### src/rtl/mult_row_sequencer.sv
// ============================================================================
//  Module      : mult_row_sequencer
//  Description : Iterative unsigned multiplier that reuses one partial-product
//                row over WIDTH cycles, with valid/ready operand and result
//                handshakes.
//  Revision    : 1.0 - initial release
// ============================================================================
`default_nettype none

module mult_row_sequencer #(
    parameter int WIDTH = 4
) (
    input  logic                       clk,
    input  logic                       rst_n,
    input  logic                       start_valid,
    output logic                       start_ready,
    input  logic [WIDTH-1:0]           multiplicand,
    input  logic [WIDTH-1:0]           multiplier,
    output logic [2*WIDTH-1:0]         result,
    output logic                       result_valid,
    input  logic                       result_ready,
    output logic                       busy,
    output logic [$clog2(WIDTH)-1:0]   row_idx
);

    localparam int                  c_idx_w    = $clog2(WIDTH);
    localparam logic [c_idx_w-1:0]  c_last_row = c_idx_w'(WIDTH - 1);

    if (WIDTH < 2 || WIDTH > 16) begin : g_width_check
        $error("mult_row_sequencer: WIDTH must be within 2..16");
    end

    typedef enum logic [1:0] {
        S_IDLE = 2'd0,
        S_RUN  = 2'd1,
        S_DONE = 2'd2
    } state_t;

    state_t                 r_state;
    logic [WIDTH-1:0]       r_mcand;
    logic [WIDTH-1:0]       r_mplier;
    logic [2*WIDTH-1:0]     r_acc;

    logic [WIDTH-1:0]       w_row_bits;
    logic [2*WIDTH-1:0]     w_row_shifted;
    logic [2*WIDTH-1:0]     w_acc_next;

    // One AND row gated by the selected multiplier bit, aligned to its weight.
    assign w_row_bits    = r_mcand & {WIDTH{r_mplier[row_idx]}};
    assign w_row_shifted = {{WIDTH{1'b0}}, w_row_bits} << row_idx;
    assign w_acc_next    = r_acc + w_row_shifted;

    always_ff @(posedge clk or negedge rst_n) begin
        if (!rst_n) begin
            r_state      <= S_IDLE;
            r_mcand      <= '0;
            r_mplier     <= '0;
            r_acc        <= '0;
            row_idx      <= '0;
            result       <= '0;
            result_valid <= 1'b0;
            busy         <= 1'b0;
            start_ready  <= 1'b1;
        end else begin
            case (r_state)
                S_IDLE: begin
                    if (start_valid) begin
                        r_mcand     <= multiplicand;
                        r_mplier    <= multiplier;
                        r_acc       <= '0;
                        row_idx     <= '0;
                        start_ready <= 1'b0;
                        busy        <= 1'b1;
                        r_state     <= S_RUN;
                    end
                end
                S_RUN: begin
                    r_acc <= w_acc_next;
                    // Every row is visited, even zero rows, so latency is fixed.
                    if (row_idx == c_last_row) begin
                        result       <= w_acc_next;
                        result_valid <= 1'b1;
                        r_state      <= S_DONE;
                    end else begin
                        row_idx <= row_idx + c_idx_w'(1);
                    end
                end
                S_DONE: begin
                    if (result_ready) begin
                        result_valid <= 1'b0;
                        busy         <= 1'b0;
                        start_ready  <= 1'b1;
                        row_idx      <= '0;
                        r_state      <= S_IDLE;
                    end
                end
                default: begin
                    result_valid <= 1'b0;
                    busy         <= 1'b0;
                    start_ready  <= 1'b1;
                    row_idx      <= '0;
                    r_state      <= S_IDLE;
                end
            endcase
        end
    end

endmodule

`default_nettype wire

### config.mk
export PLATFORM = sky130hd
export DESIGN_NAME = mult_row_sequencer
export DESIGN_NICKNAME = d
export VERILOG_FILES = /design/src/rtl/mult_row_sequencer.sv
export SDC_FILE = /design/constraint.sdc
export NUM_CORES = 1
export LEC_CHECK = 0
export CORE_MARGIN = 10
export CORE_UTILIZATION = 45
export DETAILED_ROUTE_END_ITERATION = 16
export DONT_BUFFER_PORTS = 1
export PLACE_DENSITY = 0.69
export SETUP_SLACK_MARGIN = 0.4
export SYNTH_ARGS = -nofsm -noshare
export SYNTH_HDL_FRONTEND = slang
export SYNTH_SLANG_ARGS = --single-unit
### constraint.sdc
create_clock -name clk -period 2.36 [get_ports clk]
set_input_delay 0.354 -clock clk [delete_from_list [all_inputs] [get_ports clk]]
set_output_delay 0.354 -clock clk [all_outputs]
set_load 0.01 [all_outputs]
==> results of run 1 <==
==> sequential cells by signal (all words and copies together) (netlist names) <==
| register | flops |
|---|---|
| row_idx | 2 |
| r_mplier | 4 |
| r_acc | 8 |
| result_valid | 1 |
| result | 8 |
| busy | 1 |
| r_state | 2 |
| r_mcand | 4 |
| start_ready | 1 |
==> worst min-delay path by stage <==
stage                  to  slack (ps)            start  cells past startpoint
6_report       r_mcand[2]         210  multiplicand[2]                      1
5_1_grt        r_mcand[1]         200  multiplicand[1]                      1
4_1_cts        r_mcand[0]         210  multiplicand[0]                      1
3_5_place_dp     r_acc[7]          60            rst_n                      0
3_3_place_gp    result[7]          60            rst_n                      0
2_1_floorplan        busy          60            rst_n                      0
==> cell families (layout without fill, tap and decap cells) <==
logic type,after synthesis,count (layout),synth area share
AO/OA/AOI/OAI,46,46,0.166
adder cells (fa/ha/maj),9,9,0.0715
XOR/XNOR,4,4,0.0209
AND/OR/NAND/NOR,47,47,0.139
buffers and inverters,13,25,0.0343
multiplexers,15,15,0.106
flip-flops,31,31,0.463
==> cells in the final DEF, fill, tap and decap left out, drive strengths merged, types with 2 or more instances in the layout <==
master | synthesis | routed
o21ai | 16 | 16
o31ai | 2 | 2
nand2b | 2 | 2
o22ai | 5 | 5
nor3 | 2 | 2
inv | 5 | 5
nand2 | 24 | 24
mux2 | 12 | 12
dfrtp | 30 | 30
mux2i | 2 | 2
o211ai | 2 | 2
xor2 | 4 | 4
ha | 8 | 8
a21o | 2 | 2
a21oi | 10 | 10
buf | 4 | 11
nor2 | 9 | 9
o21a | 3 | 3
and2 | 2 | 2
clkbuf | 4 | 8
==> cell usage after synthesis (2+ instances only) <==
library cell and number:
and2_1 2, nor3_1 2, clkbuf_1 3, inv_1 5, nor2_1 8, buf_2 3
o211ai_1 2, nand2_1 24, mux2_2 12, nand2b_1 2, xor2_1 4, o21ai_0 16
o21a_1 3, a21oi_1 10, mux2i_1 2, dfrtp_1 30, a21o_1 2, o22ai_1 5
o31ai_1 2, ha_1 8
==> metrics by stage <==
stage	TNS, ps	instances	util
4_1_cts	0	225	0.546
2_1_floorplan	-296	165	-
5_1_grt	-440	225	0.547
6_report	-7.15	225	0.547
3_3_place_gp	-17.0	214	0.493
3_5_place_dp	-105	214	0.493
==> metal layers <==
metal | up-vias | global-route usage | routed length, um
met5 | - | 0 | 0
met4 | 0 | 0.0571 | 54
met3 | 4 | 0.0530 | 299
met2 | 30 | 0.211 | 1830
met1 | 598 | 0.139 | 1520
li1 | 604 | - | -
==> power groups by stage <==
stage / clock, uW / sequential, uW / combinational (uW)
2_1_floorplan: 0 / 942 / 1160
3_3_place_gp: 0 / 1010 / 1370
3_5_place_dp: 0 / 1030 / 1420
4_1_cts: 464 / 1030 / 1590
5_1_grt: 490 / 1060 / 1820
6_report: 458 / 1020 / 1630
==> timing repair <==
| item | CTS | global route |
|---|---|---|
| hold buffers | 2 | 0 |
| endpoints found under the hold margin | 31 | 0 |
| setup buffers | 1 | 0 |
| pin swaps | 9 | 4 |
| gates resized for setup | 10 | 4 |
| endpoints found under the setup margin | 14 | 15 |
==> area by class of cell <==
cell class | count | area share
repair buffers | 12 | 0.0529
multi-input cells | 121 | 0.466
clock buffers | 8 | 0.0503
well taps | 48 | 0.0302
flip-flops and latches | 31 | 0.391
inverters | 5 | 0.00944
==> metrics.md, run 1 <==
| Metric | Value |
|---|---|
| Status | finished, violations left |
| Failing checks | setup timing |
| Crit Path Max Fanout | 5 |
| Final nets | 197 |
| Slew margin rel. | 0.670 |
| Total Routing Usage GR | 0.127 |
| Drt drc | 0 |
| Post-synth EDFFs | 0 |
| Synthesized cell area | 1680 um2 |
| Gr ovfl total | 0 |
| Vias post-DR | 1,236 |
| Hold slack | 213 ps |
| Synthesized Nets | 186 |
| Max Cap Viol | 0 |
| Avg WL per Cell | 16.5 um |
| Setup WS pre-CTS | -54.2 ps |
| Via-to-Cell Ratio | 5.49 |
| Final setup viols | 1 |
| DRT Wirelength | approximately 3700 um |
| Synth Area per Inst | 10.2 um2 |
| Post-DP HPWL | 2700 um |
| Biggest area consumer among synthesized cells | dfrtp_1 |
| Area Growth Syn to Fin | 18.4% |
| CP Launch Point | row_idx[0] |
| Placement row count | 22 |
| Power Density | roughly 1600 nW/um2 |
| Max Slew Vio Count | 0 |
| Synth area leaders | dfrtp_1 (45%), mux2_2 (8.0%), ha_1 (6.0%), nand2_1 (5.4%), o21ai_0 (4.8%) |
| RSZ-0062 raised after global routing | yes |
| CP bufs+invs | 0 |
| CTS tree | built |
| Delay-heaviest family, CP | multiplexers |
| Asr flop ratio synth | 1.00 |
| Final instance area | 1990 um2 |
| Switching fraction of total power | 0.405 |
| Comb power frac | 0.524 |
| Clock power frac | 0.147 |
| Crit path to | r_acc[6] |
| CTS max path bufs | 2 |
| CTS Buf Count | 5 |
| Clock sink total | 31 |
| Die Span Y | 81.1 um |
| Final hold viol count | 0 |
| Total power | 3110 uW |
| Antenna-violating nets left | 0 |
| Fmax | 422 MHz |
| Synth warn | 0 |
| Die area | 6570 um2 |
| Placed Area | 1790 um2 |
| Final period util | 1.00 |
| First DRT Iteration DRCs | roughly 130 |
| Core area | approximately 3600 um2 |
| H-Tree Depth | 2 |
| Worst-Margin Slew | 494 ps |
| Primary FF master, synth | dfrtp_1 |
| Port bufs | 0 |
| # diodes | 0 |
| Worst R2R End | r_acc[6] |
| Multi-input gate area | 926 um2 |
| Largest net degree at the start of global routing | 32 |
| Clock transition at path regs | ~60 ps |
| Post-Syn Instances | 165 |
| LEAKAGE | roughly 0.00086 uW |
| Top cell type's share of synthesized area | 0.447 |
| Reg2Reg Depth | 8 |
| Fillers | 336 |
| Seq/Total Area, Yosys | 0.463 |
| Reg-to-reg slack, setup | -7 ps |
| Clock skew | 5.14 ps |
| I/O pin cnt | 25 |
| Levels on crit path | 8 |
| Count of cell types in the netlist | 40 |
| Fraction of layout cells with a size suffix above 1 | 0.271 |
| Die width | 81.1 um |
| Slowest-stage cell, CP | mux4_2 |
| Worst skew pair latency | 290 ps |
| Fin worst setup slack | -7.15 ps |
| Switching power total | 1260 uW |
| Crit-path cells | mux4_2, and2_4, ha_4, nor2b_4, o31a_1, o21a_1, nor3_1, o31ai_1 |
| Reg power frac | 0.329 |
| Hold WC Path Type | in2reg |
| First-pass GRT wire length | 6420 um |
| Crit-path max cell delay | 560 ps |
| Initial antenna violation count | 0 |
| Initial core utilization | 0.462 |
| Min Tclk post-route | 2370 ps |
| FF+latch area | 778 um2 |
| Critical Path Start Type | flip-flop |
| Internal Power | 1850 uW |
| Worst setup EP type | flip-flop |
| CP required | 2510 ps |
| Vias in the first global route | 1,338 |
| RePlAce Congestion | 0.891 |
| Seq cells post-synth | 31 |
| CTS Root Cell | clkbuf_8 |
| Worst vdd ir | 0.804 mV |
| Critical path type | reg2reg |
| DRT Pass-1 Iters | 4 |
| R2R Path Start | row_idx[0] |
| Critical Path AT | 2520 ps |
Power figures use the tool's default switching activity.
==> run 2, diff against run 1 <==
--- a/config.mk
+++ b/config.mk
@@ -5,7 +5,7 @@
 export SDC_FILE = /design/constraint.sdc
 export NUM_CORES = 1
 export LEC_CHECK = 0
-export CORE_MARGIN = 10
+export CORE_MARGIN = 5
 export CORE_UTILIZATION = 45
 export DETAILED_ROUTE_END_ITERATION = 16
 export DONT_BUFFER_PORTS = 1
==> metrics.md, run 2 (synthesis gave the netlist of run 1 again) <==
| Metric | Value |
|---|---|
| CP bufs+invs | 0 (unchanged) |
| Status | finished, violations left |
| Power Density | 1580 nW/um2 (+0.67%) |
| CP Launch Point | row_idx[0] |
| CTS tree | built |
| Delay-heaviest family, CP | compound AO/OA/AOI/OAI gates |
| R2R Path Start | row_idx[0] |
| Worst-Margin Slew | 505 ps (+10.3 ps) |
| Die area | 5050 um2 (-23%) |
| Multi-input gate area | 960 um2 (+3.6%) |
| Commonest non-fill, non-tap cell in the layout | dfrtp_1 |
| Post-DP HPWL | 2590 um (-4.1%) |
| CP required | 2550 ps (+40 ps) |
| Fraction of layout cells with a size suffix above 1 | 0.296 (+0.0249) |
| H-Tree Depth | 2 (unchanged) |
| Fillers | 331 (-1.5%) |
| Fin cells | 227 (+0.89%) |
| Final period util | 1.03 (+0.0233) |
| CTS Buf Count | 5 (unchanged) |
| Vias post-DR | 1,252 (+1.3%) |
| Final hold viol count | 0 (unchanged) |
| Initial core utilization | 0.462 (unchanged) |
| Fin worst setup slack | -62.0 ps (-54.9 ps) |
| I/O pin cnt | 25 (unchanged) |
| Crit-path cells | mux4_2, and2_4, ha_4, nor2b_4, o31a_1, o21a_1, o21a_1, o31ai_1 |
| RePlAce Congestion | 0.876 (-1.7%) |
| Failing checks | setup timing |
| Hold WC Path Type | in2reg |
| Antenna-violating nets left | 0 (unchanged) |
| Met3 Use GR | 0.0582 (+0.00526) |
| Max Cap Viol | 0 (unchanged) |
| Clock transition at path regs | 60 ps (about the same) |
| DRT Pass-1 Iters | 4 (unchanged) |
| Critical Path AT | 2610 ps (+90 ps) |
| Min Tclk post-route | 2420 ps (+54.9 ps) |
| First-pass GRT wire length | 6130 um (-4.5%) |
| Final nets | 199 (+1.0%) |
| CTS max path bufs | 2 (unchanged) |
| # diodes | 0 (unchanged) |
| First DRT Iteration DRCs | 64 (-50%) |
| Placement row count | 22 (unchanged) |
| Regs by FF count | r_acc (8), result (8) |
| Die Span Y | 71.1 um (-12%) |
| Hold Startpoint | multiplicand[2] |
| Gr ovfl total | 0 (unchanged) |
| Placed insts | 215 (+0.47%) |
| Worst setup EP type | flip-flop |
| Setup_tns | -90.4 ps (-83.3 ps) |
| Grt peak-use layer | met2 |
| Fin util | 0.561 (+0.0134) |
| Final setup viols | 2 (+1) |
| Crit Path Max Fanout | 5 (unchanged) |
| Die width | 71.1 um (-12%) |
| Met1 Resource Use GR | 0.194 (+0.0543) |
| Initial antenna violation count | 0 (unchanged) |
| Total power | 3210 uW (+3.1%) |
| Vias in the first global route | 1,284 (-4.0%) |
| Avg WL per Cell | 15.9 um (-3.3%) |
| Crit-path max cell delay | 570 ps (about the same) |
| Largest net degree at the start of global routing | 32 (unchanged) |
| Slew margin rel. | 0.664 (-0.00683) |
| Via-to-Cell Ratio | 5.52 (+0.40%) |
| Worst vdd ir | 0.631 mV (-22%) |
| Most frequent cells in the layout | dfrtp_1 (29), nand2_1 (23), o21ai_0 (13) |
| CP most frequent cell | o21a_1 |
| RSZ-0062 raised after global routing | yes |
| Area Growth Syn to Fin | 21.3% |
| DRT Wirelength | 3610 um (-2.4%) |
| LEAKAGE | 0.000884 uW (+2.6%) |
| Critical path type | reg2reg |
| Fmax | 413 MHz (-2.3%) |
| Met2 usage | 0.251 (+0.0403) |
| Worst skew pair latency | 280 ps (about the same) |
| Slowest-stage cell, CP | mux4_2 |
| CTS Root Cell | clkbuf_8 |
| Core area | 3630 um2 (unchanged) |
| Clock skew | 3.19 ps (-1.95 ps) |
| Port bufs | 0 (unchanged) |
| Clock sink total | 31 (unchanged) |
| Total Routing Usage GR | 0.157 (+0.0297) |
| Drt drc | 0 (unchanged) |
| Max Slew Vio Count | 0 (unchanged) |
| Critical Path Start Type | flip-flop |
| FF+latch area | 778 um2 (unchanged) |
[run 2: path summary, 6_finish.rpt]
kind / endpoint / slack, ps / cells past startpoint
worst max-delay path: result[6] / -60 / 8
worst min-delay path: r_mcand[2] / 220 / 1
worst max register to register: result[6] / -60 / 8
min in group asynchronous: r_acc[4] / 530 / 2
max in group asynchronous: start_ready / 1590 / 2
worst min register to register: r_mplier[2] / 510 / 1
[run 2: power by group]
group	internal (uW)	switching, uW	total, uW
Clock	266	191	457
Combinational	881	851	1730
Sequential	774	247	1020
[run 2: worst reg2reg max path, delay by kind of cell, from the launching register on]
family / cells / cell delay [ps]
AOI/OAI and AO/OA: 4 / 860
adders and majority gates: 1 / 230
DFF: 1 / 380
muxes: 1 / 570
and+or+nand+nor: 2 / 310
[run 2: timing repair]
action / CTS / global route
pin swaps: 12 / 3
hold buffers: 2 / 0
setup buffers: 1 / 1
resized for setup: 10 / 8
hold endpoints to repair: 31 / 0
setup endpoints to repair: 14 / 14
[run 2: routing by layer]
layer / vias to the layer above / share of wire / routed length [um]
li1: 608 / - / -
met1: 607 / 0.43 / 1560
met2: 31 / 0.50 / 1800
met3: 6 / 0.052 / 189
met4: 0 / 0.017 / 60
met5: - / 0 / 0
[run 2: per-stage QoR]
step | instance area (um2) | worst slack, ps | hold slack [ps]
after global routing | 2040 | -187 | 200
after global placement | 1800 | -27.3 | 59.5
after detailed placement | 1800 | -102 | 59.5
after CTS | 1990 | -49.3 | 207
final | 2040 | -62.0 | 217
after floorplan | 1720 | -106 | 58.4
[run 2: final cells by class]
type                            count  area share
Clock buffer                        8      0.0491
Tap cell                           48      0.0295
Sequential cell                    31       0.382
Timing Repair Buffer               14      0.0590
Inverter                            5     0.00921
Multi-Input combinational cell    121       0.471
==> run 3, diff against run 2 <==
--- a/config.mk
+++ b/config.mk
@@ -5,7 +5,6 @@
 export SDC_FILE = /design/constraint.sdc
 export NUM_CORES = 1
 export LEC_CHECK = 0
-export CORE_MARGIN = 5
 export CORE_UTILIZATION = 45
 export DETAILED_ROUTE_END_ITERATION = 16
 export DONT_BUFFER_PORTS = 1
==> constraint.sdc (replaced) <==
create_clock -name clk -period 2.05 [get_ports clk]
set_input_delay 0.3075 -clock clk [delete_from_list [all_inputs] [get_ports clk]]
set_output_delay 0.3075 -clock clk [all_outputs]
set_load 0.01 [all_outputs]
==> metrics.md, run 3 (synthesis gave the netlist of run 1 again) <==
| Metric | Value |
|---|---|
| Worst-Margin Slew | 527 ps (+22.2 ps) |
| Clock skew | 3.28 ps (+0.0911 ps) |
| Final period util | 1.17 (+0.140) |
| Fin cells | 240 (+5.7%) |
| Final nets | 214 (+7.5%) |
| Final hold viol count | 0 (unchanged) |
| DRT Wirelength | 3900 um (+7.8%) |
| DRT Pass-1 Iters | 5 (+1) |
| First-pass GRT wire length | 6820 um (+11%) |
| Hold WC Path Type | in2reg |
| First DRT Iteration DRCs | 74 (+16%) |
| Max Cap Viol | 0 (unchanged) |
| Fillers | 281 (-15%) |
| Commonest non-fill, non-tap cell in the layout | dfrtp_1 |
| Failing checks | setup timing |
| Status | finished, violations left |
| Area Growth Syn to Fin | 28.0% |
| Switching power total | 1560 uW (+21%) |
| Avg WL per Cell | 16.2 um (+2.0%) |
| Switching fraction of total power | 0.403 (+0.00102) |
| Reg power frac | 0.295 (-0.023) |
| Die width | 63.1 um (-11%) |
| Clock power frac | 0.117 (-0.025) |
| Largest net degree at the start of global routing | 32 (unchanged) |
| Critical path type | reg2reg |
| Critical Path Start Type | flip-flop |
| Fraction of layout cells with a size suffix above 1 | 0.366 (+0.0699) |
| CTS Buf Count | 5 (unchanged) |
| Fin worst setup slack | -342 ps (-280 ps) |
| Die area | 3980 um2 (-21%) |
| Vias post-DR | 1,318 (+5.3%) |
| Core area | 3440 um2 (-5.3%) |
| Gr ovfl total | 0 (unchanged) |
| Critical Path AT | 2580 ps (-30 ps) |
| Crit Path Max Fanout | 5 (unchanged) |
| Drt drc | 0 (unchanged) |
| Comb power frac | 0.587 (+0.048) |
| Worst setup EP type | flip-flop |
| Fin util | 0.625 (+0.0639) |
| Final setup viols | 9 (+7) |
| Post-DP HPWL | 2640 um (+2.1%) |
| Total Routing Usage GR | 0.225 (+0.0678) |
| RSZ-0062 raised after global routing | yes |
| I/O pin cnt | 25 (unchanged) |
| Regs by FF count | r_acc (8), result (8) |
| Vias in the first global route | 1,471 (+15%) |
| Clock transition at path regs | 60 ps (about the same) |
| CTS tree | built |
| Min Tclk post-route | 2390 ps (-30.3 ps) |
| Reg-to-reg slack, setup | -340 ps (-280 ps) |
| Initial core utilization | 0.488 (+0.0257) |
| Placement row count | 21 (-4.5%) |
| Worst vdd ir | 0.907 mV (+44%) |
| Antenna-violating nets left | 0 (unchanged) |
| Internal Power | 2320 uW (+21%) |
| Clock sink total | 31 (unchanged) |
| Max Slew Vio Count | 0 (unchanged) |
| Power Density | 1800 nW/um2 (+14%) |
| RePlAce Congestion | 0.938 (+7.1%) |
| LEAKAGE | 0.000956 uW (+8.1%) |
| Most frequent cells in the layout | dfrtp_1 (29), buf_4 (26), nand2_1 (22) |
| Placed insts | 223 (+3.7%) |
| CTS max path bufs | 2 (unchanged) |
| CTS Root Cell | clkbuf_8 |
| CP required | 2240 ps (-310 ps) |
| Via-to-Cell Ratio | 5.49 (-0.43%) |
| Slew margin rel. | 0.649 (-0.0148) |
| Port bufs | 0 (unchanged) |
| Worst skew pair latency | 280 ps (about the same) |
| Fmax | 418 MHz (+1.3%) |
| Initial antenna violation count | 0 (unchanged) |
| # diodes | 0 (unchanged) |
| H-Tree Depth | 2 (unchanged) |
| Die Span Y | 63.1 um (-11%) |
-- run 3: final timing paths --
check / startpoint / cells past startpoint / end
min in group asynchronous: rst_n / 2 / result[5]
max reg2reg: row_idx[0] / 8 / result[6]
min: result_ready / 2 / start_ready
max in group asynchronous: rst_n / 2 / start_ready
min reg2reg: r_mplier[2] / 1 / r_mplier[2]
max: row_idx[0] / 8 / result[6]
-- run 3: critical path, cell delays in order, from the launching register on --
cell     delay [ps]
dfrtp_1         360
mux4_2          560
and2_4          180
ha_4            220
nor2b_4         130
o31a_1          260
o21a_1          210
o21a_1          190
o31ai_1         200
-- run 3: timing repair --
action | in CTS | in global routing
resized for setup | 16 | 8
setup endpoints to repair | 17 | 24
pin swaps | 11 | 6
endpoints found under the hold margin | 31 | 0
setup buffers | 3 | 4
hold buffers | 2 | 0
cloned | 0 | 0
-- run 3: metal layers --
metal,wire length [um],vias up,GRT usage,part of all wire
met5,0,-,0,0
met4,51,0,0.0640,0.013
met3,190,6,0.0707,0.049
met2,2100,36,0.394,0.54
met1,1560,636,0.260,0.40
li1,-,640,-,-
-- run 3: stage by stage --
stage          setup TNS, ps  power (uW)  worst slack [ps]  area (um2)  hold slack, ps
2_1_floorplan          -2880        2420              -416        1720            11.9
3_3_place_gp           -2220        2890              -299        1870            12.7
3_5_place_dp           -2840        3000              -362        1870            12.6
4_1_cts                -1690        3710              -336        2080             166
5_1_grt                -3350        4220              -439        2150             169
6_report               -1800        3880              -342        2150             174
-- run 3: power by group through the flow --
stage               registers (uW)  logic (uW)  clock network (uW)
floorplan                     1080        1340                   0
global placement              1120        1770                   0
detailed placement            1140        1860                   0
CTS                           1150        2090                 469
global route                  1180        2540                 496
finish                        1150        2280                 456
-- run 3: cell type report --
| class | count | area (um2) | area share |
|---|---|---|---|
| Clock inverter | 1 | 5.00 | 0.00233 |
| Inverter | 5 | 18.8 | 0.00873 |
| Tap cell | 46 | 57.6 | 0.0268 |
| Multi-Input combinational cell | 121 | 968 | 0.451 |
| Sequential cell | 31 | 778 | 0.362 |
| Clock buffer | 7 | 76.3 | 0.0355 |
| Timing Repair Buffer | 29 | 245 | 0.114 |
